$ cat src/rtl/alu_rr_arbiter.sv
// Round-robin arbiter sharing one 8-bit combinational ALU between NREQ requesters.
// Accepted operands are registered, then the ALU result is registered and tagged with the requester id.
module alu_rr_arbiter #(
  parameter int NREQ = 4,
  parameter int IDW  = 2
) (
  input  logic              clk,
  input  logic              rst,
  input  logic              hold,
  input  logic [NREQ-1:0]   req_valid,
  input  logic [8*NREQ-1:0] req_a,
  input  logic [8*NREQ-1:0] req_b,
  input  logic [3*NREQ-1:0] req_op,
  output logic [NREQ-1:0]   req_ready,
  output logic              resp_valid,
  output logic [IDW-1:0]    resp_id,
  output logic [7:0]        resp_data,
  output logic [15:0]       ops_done
);

  localparam int DATA_W = 8;

  function automatic logic [DATA_W-1:0] alu_f(input logic [DATA_W-1:0] a,
                                              input logic [DATA_W-1:0] b,
                                              input logic [2:0]        op);
    logic [DATA_W-1:0] r;
    case (op)
      3'b000:  r = a + b;
      3'b001:  r = a - b;
      3'b010:  r = a & b;
      3'b011:  r = a | b;
      3'b100:  r = a ^ b;
      3'b101:  r = ~a;
      3'b110:  r = a << b[2:0];
      default: r = a >> b[2:0];
    endcase
    return r;
  endfunction

  logic [IDW-1:0]    last_grant_q, last_grant_d;
  logic [15:0]       ops_done_q, ops_done_d;
  logic [NREQ-1:0]   grant;
  logic [IDW-1:0]    gnt_id;
  logic [IDW-1:0]    idx;
  logic              accept;

  logic              vld_p0_q;
  logic [DATA_W-1:0] a_p0_q, b_p0_q;
  logic [2:0]        op_p0_q;
  logic [IDW-1:0]    id_p0_q;

  logic              vld_p1_q;
  logic [IDW-1:0]    id_p1_q;
  logic [DATA_W-1:0] data_p1_q;

  // Search starts just past the last winner, so the last winner has lowest priority.
  always_comb begin
    grant  = '0;
    gnt_id = '0;
    accept = 1'b0;
    idx    = '0;
    if (!hold && !rst) begin
      for (int k = 1; k <= NREQ; k++) begin
        idx = IDW'((int'(last_grant_q) + k) % NREQ);
        if (!accept && req_valid[idx]) begin
          accept      = 1'b1;
          grant[idx]  = 1'b1;
          gnt_id      = idx;
        end
      end
    end
  end

  always_comb begin
    last_grant_d = last_grant_q;
    ops_done_d   = ops_done_q;
    if (accept) begin
      last_grant_d = gnt_id;
      ops_done_d   = ops_done_q + 16'd1;
    end
  end

  // Stage p0: operand capture on accept
  always_ff @(posedge clk) begin
    if (accept) begin
      a_p0_q  <= req_a[8*gnt_id +: 8];
      b_p0_q  <= req_b[8*gnt_id +: 8];
      op_p0_q <= req_op[3*gnt_id +: 3];
      id_p0_q <= gnt_id;
    end
  end

  // Stage p1: ALU result; result/id hold when no op is in flight
  always_ff @(posedge clk or posedge rst) begin
    if (rst) begin
      last_grant_q <= IDW'(NREQ - 1);
      ops_done_q   <= '0;
      vld_p0_q     <= 1'b0;
      vld_p1_q     <= 1'b0;
      id_p1_q      <= '0;
      data_p1_q    <= '0;
    end else begin
      last_grant_q <= last_grant_d;
      ops_done_q   <= ops_done_d;
      vld_p0_q     <= accept;
      vld_p1_q     <= vld_p0_q;
      if (vld_p0_q) begin
        id_p1_q   <= id_p0_q;
        data_p1_q <= alu_f(a_p0_q, b_p0_q, op_p0_q);
      end
    end
  end

  assign req_ready  = grant;
  assign resp_valid = vld_p1_q;
  assign resp_id    = id_p1_q;
  assign resp_data  = data_p1_q;
  assign ops_done   = ops_done_q;

endmodule
$ cat config.mk
export PLATFORM = sky130hd
export DESIGN_NAME = alu_rr_arbiter
export DESIGN_NICKNAME = d
export VERILOG_FILES = /design/src/rtl/alu_rr_arbiter.sv
export SDC_FILE = /design/constraint.sdc
export NUM_CORES = 1
export LEC_CHECK = 0
export BUFFER_PORTS_ARGS = -buffer_cell sky130_fd_sc_hd__buf_2
export CAP_MARGIN = 20
export CORE_ASPECT_RATIO = 0.9
export CORE_UTILIZATION = 45
export CTS_CLUSTER_DIAMETER = 150
export DETAILED_ROUTE_END_ITERATION = 7
export PLACE_DENSITY_LB_ADDON = 0.25
export SYNTH_ARGS = -nofsm -noshare
export SYNTH_HDL_FRONTEND = slang
export SYNTH_SLANG_ARGS = --single-unit
$ cat constraint.sdc
create_clock -name clk -period 3.9 [get_ports clk]
set_input_delay 0.585 -clock clk [delete_from_list [all_inputs] [get_ports clk]]
set_output_delay 0.585 -clock clk [all_outputs]
set_load 0.01 [all_outputs]
==> results.md, run 1 <==
- DP HPWL: 8507 µm
- Critical path class: reg -> out
- Post-CTS Hold Buffers: 0
- Metal2 WL: 4786 µm
- RePlAce Congestion: about 0.92
- Hold Vio Cnt, Final: 0
- GRT Util Overall: between 20% and 30%
- M1 WL: just over 5000 µm
- Clock sink count: 51
- Sw Ratio: 41.01%
- Final core utilization: between 50% and 60%
- CTS Buffer Depth: 2
- Port buffer count: 113
- Number of synthesized flops with an enable pin: 21
- Mapped Cells: 452
- Highest routed layer: met4
- DRC: 0
- CP Launch Type: register
- Tcrit/Tclk final: 94.24%
- Syn_nets: 570
- Clock Skew: 0.01368 ns
- Share of total power in sequential cells: 35.4%
- First-pass GRT wire length: around 18000 µm
- Initial core utilization: 47.45%
- Vias in the first global route: approximately 3600
- Count of cell types in the netlist: 58
- Clock latency at the later pin of the worst-skew pair: 0.32 ns
- Layout cells sized above 1: between 30% and 40%
- Pleak: 2.271 nW
- Area leader, netlist: dfrtp_1
- P_sw: ~970 µW
- Post_cts resized: 0
- Antenna Violating Nets Remaining: 0
- # Post-CTS Setup Buffers: 0
- Average cell area after synthesis: 9.796 µm²
- Commonest non-fill, non-tap cells in the layout: 113 x buf_2, 34 x ha_1, 30 x a21oi_1, 29 x nor2_1
- Critical Path Fanout Max: 17
- Worst slew margin: 28.52%
- Setup Slack @ Placement: 0.4588 ns
- Status: complete, no violations
- Worst min-delay path category: in -> async
- Async S/R FF share, synth: 58.82%
- Total Wirelength: 10940 µm
- Setup violators final: 0
- Min Hold Slack: between 0.1 and 0.15 ns
- Slew @ Worst Pin: 1.064 ns
- Drt first-iter violations: between 300 and 400
- Drt first pass iters: 5
- CTS tree: done
- Area post-placement: 5079 µm²
- Chip height: 96.11 µm
- Total grt overflow: 0
- Clock share of power: 13.7%
- Maximum capacitance violations: 0
- Internal power: 1.394 mW
- CP required: 3.31 ns
- Num CTS Buffers: 5
- Site row count: 33
- Die area: approximately 10000 µm²
- Root Driver: clkbuf_8
- Met3 WL: about 840 µm
- Final min period: 3.675 ns
- Final Max Slew Viols: 0
- WP data arrival: between 3 and 4 ns
- # IOs: 114
- Antenna Cells: 0
- Clk slew on worst S/H paths: 0.11 ns
- Largest net degree at the start of global routing: 60
- Most common cell after layout, fill and taps aside: buf_2
- Max VDD drop: 0.0002474 V
- Mapped cell area: about 4400 µm²
- Fin Setup TNS: 0 ns
- Fmax: 272.1 MHz
- Core footprint: 9331 µm²
- Largest cells by area after synthesis: dfrtp_1 16%, edfxtp_1 14%, ha_1 9.6%
- Die Width: 106.6 µm
- Setup ws final: 0.2247 ns
- Seq cells post-synth: 51
- Pwr/cell area: 454.9 nW/µm²
- Sequential fraction of the synthesis area: 31.25%
- Yosys top cell area share: 15.82%
- Unrepaired setup endpoints after global routing: false
- Critical path capture point type: primary output
- Initial antenna violation count: 0
- Detailed-route via count: roughly 3800
- Total Nets Final: 674
- Syn. warnings: 0
- Routed len/inst: ~16 µm
- Vias per inst: 5.648
- H-tree lvl count: 2
- Gate power share: 50.9%
- Post-route cell area: 5195 µm²
- Area grow syn2layout: 17.32%
- Post-synth top flop: dfrtp_1
[cells in the mapped netlist, drive strengths merged, types with 2 or more instances]
cell type and n:
xor2 3, a21o 5, a31oi 2, or2 2, a21oi 40, mux4 10
ha 34, nand4 3, nand2 28, nor2 29, nand2b 23, dfstp 2
a2111oi 3, mux2 3, clkbuf 16, a22o 2, and3 3, mux2i 24
a221o 4, or3 2, a22oi 22, o22ai 2, edfxtp 21, o221ai 5
nand3b 5, a222oi 4, or3b 2, inv 26, dfrtp 28, buf 10
xnor2 22, nor2b 6, o21ai 17, a211oi 5, a221oi 3, nor3 9
nand3 8, a21boi 2, o211ai 2, o32a 3, a41oi 3
[final timing paths]
path                       depth (start not counted)  slack, ns                          end                        start
min in group clk                                   1       0.49       resp_id[0]$_DFFE_PP0P_         id_p0_q[0]$_DFFE_PP_
hold / removal                                     2       0.12       resp_id[0]$_DFFE_PP0P_                          rst
setup reg to reg                                   9       0.46          a_p0_q[7]$_DFFE_PP_  last_grant_q[0]$_DFFE_PP1P_
setup / recovery                                   7       0.22                 req_ready[3]  last_grant_q[0]$_DFFE_PP1P_
max in group asynchronous                          3       3.18  last_grant_q[1]$_DFFE_PP1P_                          rst
hold reg to reg                                    1       0.49       resp_id[0]$_DFFE_PP0P_         id_p0_q[0]$_DFFE_PP_
[final cells by class]
type	count	area, µm²
Clock buffer	5	68.82
Clock inverter	3	28.78
Fill cell	834	4136
Inverter	26	97.59
Multi-Input combinational cell	349	2805
Sequential cell	51	1384
Tap cell	122	152.6
Timing Repair Buffer	123	658.1
[power groups by stage]
| stage | Clock, mW | Sequential, mW | Combinational, mW |
|---|---|---|---|
| after floorplan | 0 | 0.818 | 0.927 |
| after global placement | 0 | 0.838 | 1.18 |
| after detailed placement | 0 | 0.845 | 1.19 |
| after CTS | 0.335 | 0.833 | 1.20 |
| after global routing | 0.357 | 0.853 | 1.34 |
| final | 0.324 | 0.836 | 1.20 |
[cell families after synthesis]
| kind of cell | share of synthesized area, % |
|---|---|
| simple gates | 14.13 |
| mux | 11.27 |
| flops | 31.25 |
| compound gates | 22.78 |
| xor+xnor | 4.945 |
| buf+inv | 5.566 |
| fa+ha+maj | 10.06 |
[layer usage]
layer | GRT usage, % | up-vias
met1 | 31.50 | 1779
met3 | 5.146 | 11
li1 | - | 1882
met5 | 0 | -
met2 | 34.14 | 163
met4 | 5.365 | 0
[worst max-delay path, cell delays in order, from the launching register on]
cell and delay [ns]:
dfstp_2 0.77, inv_1 0.21, ha_1 0.43, or3b_2 0.48, a311oi_2 0.41, a222oi_1 0.16
a21oi_1 0.17, buf_2 0.15
[registers in the layout, summed over array words and instances (netlist names)]
name          flops
vld_p0_q          1
resp_id           2
a_p0_q            8
b_p0_q            8
op_p0_q           3
id_p0_q           2
resp_valid        1
ops_done         16
last_grant_q      2
resp_data         8
[per-stage QoR]
| step | std cells | power [mW] |
|---|---|---|
| finish | 679 | 2.363 |
| global route | 679 | 2.547 |
| CTS | 678 | 2.368 |
| detailed placement | 670 | 2.039 |
| global placement | 670 | 2.020 |
| floorplan | 452 | 1.745 |
No activity file was read; power rests on OpenSTA's default activity.
==> run 2: changes to the inputs <==
--- a/config.mk
+++ b/config.mk
@@ -5,7 +5,7 @@
 export SDC_FILE = /design/constraint.sdc
 export NUM_CORES = 1
 export LEC_CHECK = 0
-export BUFFER_PORTS_ARGS = -buffer_cell sky130_fd_sc_hd__buf_2
+export BUFFER_PORTS_ARGS = -buffer_cell sky130_fd_sc_hd__buf_4
 export CAP_MARGIN = 20
 export CORE_ASPECT_RATIO = 0.9
 export CORE_UTILIZATION = 45
==> results.md, run 2 (same netlist as run 1, synthesis figures left out) <==
- Port buffer count: 113 (unchanged)
- Most common cell after layout, fill and taps aside: buf_4 (was buf_2)
- Largest net degree at the start of global routing: 54 (was 60)
- Pwr/cell area: 444.2 nW/µm² (was 454.9 nW/µm²)
- Total Nets Final: 672 (was 674)
- Clock Skew: 0.009895 ns (was 0.01368 ns)
- CP required: 3.31 ns (about the same)
- CTS Buffer Depth: 2 (unchanged)
- First-pass GRT wire length: 17720 µm (was 17800 µm)
- Commonest non-fill, non-tap cells in the layout: 120 x buf_4, 34 x ha_1, 30 x a21oi_1, 29 x nor2_1 (was 113 x buf_2, 34 x ha_1, 30 x a21oi_1, 29 x nor2_1)
- Setup violators final: 0 (unchanged)
- Vias in the first global route: 3593 (was 3558)
- Clock sink count: 51 (unchanged)
- Antenna Cells: 0 (unchanged)
- Unrepaired setup endpoints after global routing: false (unchanged)
- Drt first pass iters: 5 (unchanged)
- Num CTS Buffers: 5 (unchanged)
- Detailed-route via count: 3948 (was 3835)
- GR Layer Usage met3: 4.807% (was 5.146%)
- Placed insts: 669 (was 670)
- Vias per inst: 5.832 (was 5.648)
- WP data arrival: 3.03 ns (was 3.09 ns)
- Grt met2 use: 35.11% (was 34.14%)
- Clock latency at the later pin of the worst-skew pair: 0.31 ns (was 0.32 ns)
- Status: complete, no violations (unchanged)
- Setup Slack @ Placement: 0.3531 ns (was 0.4588 ns)
- Fin Setup TNS: 0 ns (unchanged)
- DRC: 0 (unchanged)
- Area post-placement: 5354 µm² (was 5079 µm²)
- Drt first-iter violations: 315 (was 336)
- Final Max Slew Viols: 0 (unchanged)
- Layout cells sized above 1: 31.17% (was 31.24%)
- Clk slew on worst S/H paths: 0.10 ns (was 0.11 ns)
- RePlAce Congestion: 0.9398 (was 0.9225)
- Total Wirelength: 11160 µm (was 10940 µm)
- GRT busiest layer: met2 (unchanged)
- Chip height: 96.11 µm (unchanged)
- Setup ws final: 0.2803 ns (was 0.2247 ns)
- Slew @ Worst Pin: 1.151 ns (was 1.064 ns)
- Number of flip-flops in the largest register: 16 (unchanged)
- Maximum capacitance violations: 0 (unchanged)
- Pleak: 2.331 nW (was 2.271 nW)
- Worst min-delay path category: in -> async (unchanged)
- Post-CTS Hold Buffers: 0 (unchanged)
- Antenna Violating Nets Remaining: 0 (unchanged)
- Hold Vio Cnt, Final: 0 (unchanged)
- # Post-CTS Setup Buffers: 0 (unchanged)
- CP Launch Type: register (unchanged)
- GRT Util Overall: 22.03% (was 22.18%)
- Final core utilization: 58.49% (was 55.67%)
- Post-route cell area: 5458 µm² (was 5195 µm²)
- Die Width: 106.6 µm (unchanged)
- H-tree lvl count: 2 (unchanged)
- Initial antenna violation count: 0 (unchanged)
- Area grow syn2layout: 23.26% (was 17.32%)
- Worst slew margin: 21.25% (was 28.52%)
- Finished Layout Cells: 677 (was 679)
- Critical Path Fanout Max: 17 (unchanged)
- Initial core utilization: 47.45% (unchanged)
- Root Driver: clkbuf_8 (unchanged)
- Critical path capture point type: primary output (unchanged)
- DP HPWL: 8781 µm (was 8507 µm)
- # IOs: 114 (unchanged)
- Core footprint: 9331 µm² (unchanged)
- Total grt overflow: 0 (unchanged)
- GR Util met1: 30.90% (was 31.50%)
- Site row count: 33 (unchanged)
- Die area: 10240 µm² (unchanged)
- Fmax: 276.3 MHz (was 272.1 MHz)
- Tcrit/Tclk final: 92.81% (was 94.24%)
- Max VDD drop: 0.0001938 V (was 0.0002474 V)
- Critical path class: reg -> out (unchanged)
- CTS tree: done (unchanged)
- Final min period: 3.620 ns (was 3.675 ns)
- Routed len/inst: 16.48 µm (was 16.10 µm)
-- run 2: cell types whose count changed in the layout (fill, tap and decap cells not counted) --
cell | previous run | this run
buf_4 | 8 | 120
dlymetal6s2s_1 | 1 | 0
buf_2 | 113 | 0
-- run 2: stage by stage --
stage,power (mW),hold slack (ns)
after CTS,2.425,0.3767
after floorplan,1.745,0.3519
after global placement,2.059,0.4621
after detailed placement,2.100,0.4713
after global routing,2.601,0.4151
final,2.424,0.3571
-- run 2: final timing paths --
| path | from | endpoint | slack [ns] | cells after the start |
|---|---|---|---|---|
| max in group asynchronous | rst | resp_data[2]$_DFFE_PP0P_ | 2.92 | 3 |
| worst min register to register | ops_done[15]$_DFFE_PP0P_ | ops_done[15]$_DFFE_PP0P_ | 0.49 | 1 |
| worst max register to register | last_grant_q[0]$_DFFE_PP1P_ | a_p0_q[6]$_DFFE_PP_ | 0.33 | 9 |
| worst max-delay path | last_grant_q[0]$_DFFE_PP1P_ | req_ready[3] | 0.28 | 7 |
| min in group clk | ops_done[15]$_DFFE_PP0P_ | ops_done[15]$_DFFE_PP0P_ | 0.49 | 1 |
| worst min-delay path | rst | ops_done[1]$_DFFE_PP0P_ | 0.36 | 2 |
-- run 2: layer usage --
| layer | share of wire, % | up-vias |
|---|---|---|
| met2 | 45 | 190 |
| met1 | 46 | 1863 |
| met3 | 7.9 | 8 |
| li1 | - | 1887 |
| met5 | 0 | - |
| met4 | 0.83 | 0 |
-- run 2: final cells by class --
class | count | area, µm²
Clock inverter | 3 | 28.78
Fill cell | 825 | 3874
Clock buffer | 5 | 68.82
Tap cell | 122 | 152.6
Multi-Input combinational cell | 349 | 2805
Timing Repair Buffer | 121 | 920.9
Sequential cell | 51 | 1384
Inverter | 26 | 97.59
-- run 2: worst max-delay path, cell delays in order, from the launching register on --
cell	delay [ns]
dfstp_2	0.75
inv_1	0.21
ha_1	0.43
or3b_2	0.48
a311oi_2	0.40
a222oi_1	0.15
a21oi_1	0.16
buf_4	0.14
-- run 2: what timing repair did --
action / 4_1_cts / 5_1_grt
gates resized for setup: 0 / 1
hold endpoints to repair: 0 / 0
setup endpoints to repair: 0 / 4
-- run 2: power by group --
part	switching [mW]	total, mW	internal (mW)
Combinational	0.634	1.27	0.631
Clock	0.187	0.320	0.133
Sequential	0.153	0.839	0.687
Total	0.974	2.42	1.45
==> run 3: changes to the inputs <==
--- a/config.mk
+++ b/config.mk
@@ -7,8 +7,10 @@
 export LEC_CHECK = 0
 export BUFFER_PORTS_ARGS = -buffer_cell sky130_fd_sc_hd__buf_4
 export CAP_MARGIN = 20
+export CELL_PAD_IN_SITES_DETAIL_PLACEMENT = 0
+export CELL_PAD_IN_SITES_GLOBAL_PLACEMENT = 1
 export CORE_ASPECT_RATIO = 0.9
-export CORE_UTILIZATION = 45
+export CORE_UTILIZATION = 37
 export CTS_CLUSTER_DIAMETER = 150
 export DETAILED_ROUTE_END_ITERATION = 7
 export PLACE_DENSITY_LB_ADDON = 0.25
==> constraint.sdc (replaced) <==
create_clock -name clk -period 3 [get_ports clk]
set_input_delay 0.45 -clock clk [delete_from_list [all_inputs] [get_ports clk]]
set_output_delay 0.45 -clock clk [all_outputs]
set_load 0.01 [all_outputs]
==> results.md, run 3 (same netlist as run 1, synthesis figures left out) <==
- Vias per inst: 5.447 (was 5.832)
- Met3 WL: 852 µm (was 878 µm)
- Die area: 12410 µm² (was 10240 µm²)
- Clock share of power: 16.6% (was 13.2%)
- DRC: 0 (unchanged)
- CP Launch Type: register (unchanged)
- Worst slew margin: 43.85% (was 21.25%)
- Total grt overflow: 0 (unchanged)
- # IOs: 114 (unchanged)
- Antenna Cells: 0 (unchanged)
- Commonest non-fill, non-tap cells in the layout: 136 x buf_4, 33 x ha_1, 29 x nor2_1, 29 x a21oi_1 (was 120 x buf_4, 34 x ha_1, 30 x a21oi_1, 29 x nor2_1)
- Maximum capacitance violations: 0 (unchanged)
- PnR Total Power: 3.519 mW (was 2.424 mW)
- CTS tree: done (unchanged)
- Port buffer count: 113 (unchanged)
- Setup violators final: 0 (unchanged)
- Pleak: 2.463 nW (was 2.331 nW)
- Status: complete, no violations (unchanged)
- Largest net degree at the start of global routing: 53 (was 54)
- Share of total power in sequential cells: 29.3% (was 34.6%)
- Critical Path Fanout Max: 6 (was 17)
- Detailed-route via count: 3976 (was 3948)
- Initial core utilization: 38.41% (was 47.45%)
- Internal power: 2.159 mW (was 1.451 mW)
- Core footprint: 11530 µm² (was 9331 µm²)
- DP HPWL: 9301 µm (was 8781 µm)
- Initial antenna violation count: 0 (unchanged)
- First-pass GRT wire length: 19470 µm (was 17720 µm)
- Most common cell after layout, fill and taps aside: buf_4 (unchanged)
- Drt first-iter violations: 416 (was 315)
- Sw Ratio: 38.65% (was 40.17%)
- Num CTS Buffers: 5 (unchanged)
- WP data arrival: 2.48 ns (was 3.03 ns)
- M1 WL: 5859 µm (was 5141 µm)
- Gate power share: 54.2% (was 52.2%)
- Unrepaired setup endpoints after global routing: true (was false)
- Placed insts: 719 (was 669)
- Post-route cell area: 5751 µm² (was 5458 µm²)
- Highest routed layer: met4 (unchanged)
- Layout cells sized above 1: 34.15% (was 31.17%)
- Antenna Violating Nets Remaining: 0 (unchanged)
- Metal2 WL: 5310 µm (was 5043 µm)
- Area post-placement: 5542 µm² (was 5354 µm²)
- Clock sink count: 51 (unchanged)
- Number of flip-flops in the largest register: 16 (unchanged)
- Critical path class: reg -> out (unchanged)
- Max VDD drop: 0.0002735 V (was 0.0001938 V)
- Clk slew on worst S/H paths: 0.08 ns (was 0.10 ns)
- Final Max Slew Viols: 0 (unchanged)
- Pwr/cell area: 611.9 nW/µm² (was 444.2 nW/µm²)
- GRT Util Overall: 19.43% (was 22.03%)
- Tcrit/Tclk final: a little over nine tenths
- Slew @ Worst Pin: 0.8404 ns (was 1.151 ns)
- Area grow syn2layout: 29.87% (was 23.26%)
- Vias in the first global route: 3767 (was 3593)
- RePlAce Congestion: 0.8682 (was 0.9398)
- Die Width: 117.3 µm (was 106.6 µm)
- H-tree lvl count: 2 (unchanged)
- Fin Setup TNS: 0 ns (unchanged)
- Hold Vio Cnt, Final: 0 (unchanged)
- Total Nets Final: 691 (was 672)
- Clock Skew: 0.01082 ns (was 0.009895 ns)
- Drt first pass iters: 5 (unchanged)
- Min Hold Slack: 0.2455 ns (was 0.3571 ns)
- Root Driver: clkbuf_16 (was clkbuf_8)
- Fmax: around 340 MHz
- CTS Buffer Depth: 2 (unchanged)
- Final min period: 2.926 ns
- CP required: 2.55 ns (was 3.31 ns)
- P_sw: 1.360 mW (was 973.8 µW)
- Routed len/inst: 16.59 µm (was 16.48 µm)
- Clock latency at the later pin of the worst-skew pair: 0.29 ns (was 0.31 ns)
- Total Wirelength: 12110 µm (was 11160 µm)
- Chip height: 105.8 µm (was 96.11 µm)
- Critical path capture point type: primary output (unchanged)
- Worst min-delay path category: in -> async (unchanged)
- Site row count: 37 (was 33)
- Finished Layout Cells: 730 (was 677)
==> run 3: cell types whose count changed in the layout (fill, tap and decap cells not counted), sizes merged <==
cell    change
clkinv      -1
clkbuf      +1
inv         +1
buf        +18
==> run 3: final timing paths <==
check,start,to,slack [ns],depth (start not counted)
max in group asynchronous,rst,last_grant_q[0]$_DFFE_PP1P_,2.44,3
hold reg to reg,id_p0_q[0]$_DFFE_PP_,resp_id[0]$_DFFE_PP0P_,0.47,1
min in group clk,id_p0_q[0]$_DFFE_PP_,resp_id[0]$_DFFE_PP0P_,0.47,1
setup reg to reg,last_grant_q[0]$_DFFE_PP1P_,a_p0_q[3]$_DFFE_PP_,0.10,9
hold / removal,rst,ops_done[1]$_DFFE_PP0P_,0.25,3
setup / recovery,last_grant_q[0]$_DFFE_PP1P_,req_ready[3],0.07,6
==> run 3: per-layer routing <==
| layer | GRT usage [%] | vias to the layer above |
|---|---|---|
| li1 | - | 1924 |
| met1 | 29.51 | 1865 |
| met2 | 28.99 | 179 |
| met3 | 3.139 | 8 |
| met4 | 3.154 | 0 |
| met5 | 0 | - |
==> run 3: area by class of cell <==
class                      instances  area (µm²)
inverter                          26       97.59
sequential                        51        1384
clock inverter                     3       26.28
multi-input combinational        349        2825
clock buffer                       5       125.1
timing repair buffer             140        1097
tap                              156       195.2
fill                            1048        5777
==> run 3: what timing repair did <==
action | 4_1_cts | 5_1_grt
buffers inserted | 1 | 1
resized for setup | 0 | 7
gates cloned | 0 | 1
hold buffers | 0 | 0
endpoints found under the setup margin | 4 | 21
pin swaps | 1 | 5
==> run 3: power groups by stage <==
| stage | Sequential (mW) | Combinational (mW) | Clock [mW] |
|---|---|---|---|
| finish | 1.03 | 1.91 | 0.583 |
| global route | 1.05 | 2.10 | 0.635 |
| CTS | 1.03 | 1.85 | 0.602 |
| detailed placement | 1.05 | 1.82 | 0 |
| global placement | 1.05 | 1.80 | 0 |
| floorplan | 1.06 | 1.23 | 0 |
==> run 3: per-stage QoR <==
step	setup slack [ns]	util, %
2_1_floorplan	0.03551	-
3_3_place_gp	0.1385	48.07
3_5_place_dp	0.001120	48.07
4_1_cts	0.02375	49.45
5_1_grt	-0.05163	49.89
6_report	0.07359	49.89
==> run 3: worst max-delay path, stage by stage, from the launching register on <==
cell      delay (ns)
dfstp_2         0.58
buf_6           0.14
mux4_2          0.54
and2b_2         0.27
a222oi_1        0.37
a21oi_1         0.14
buf_4           0.16
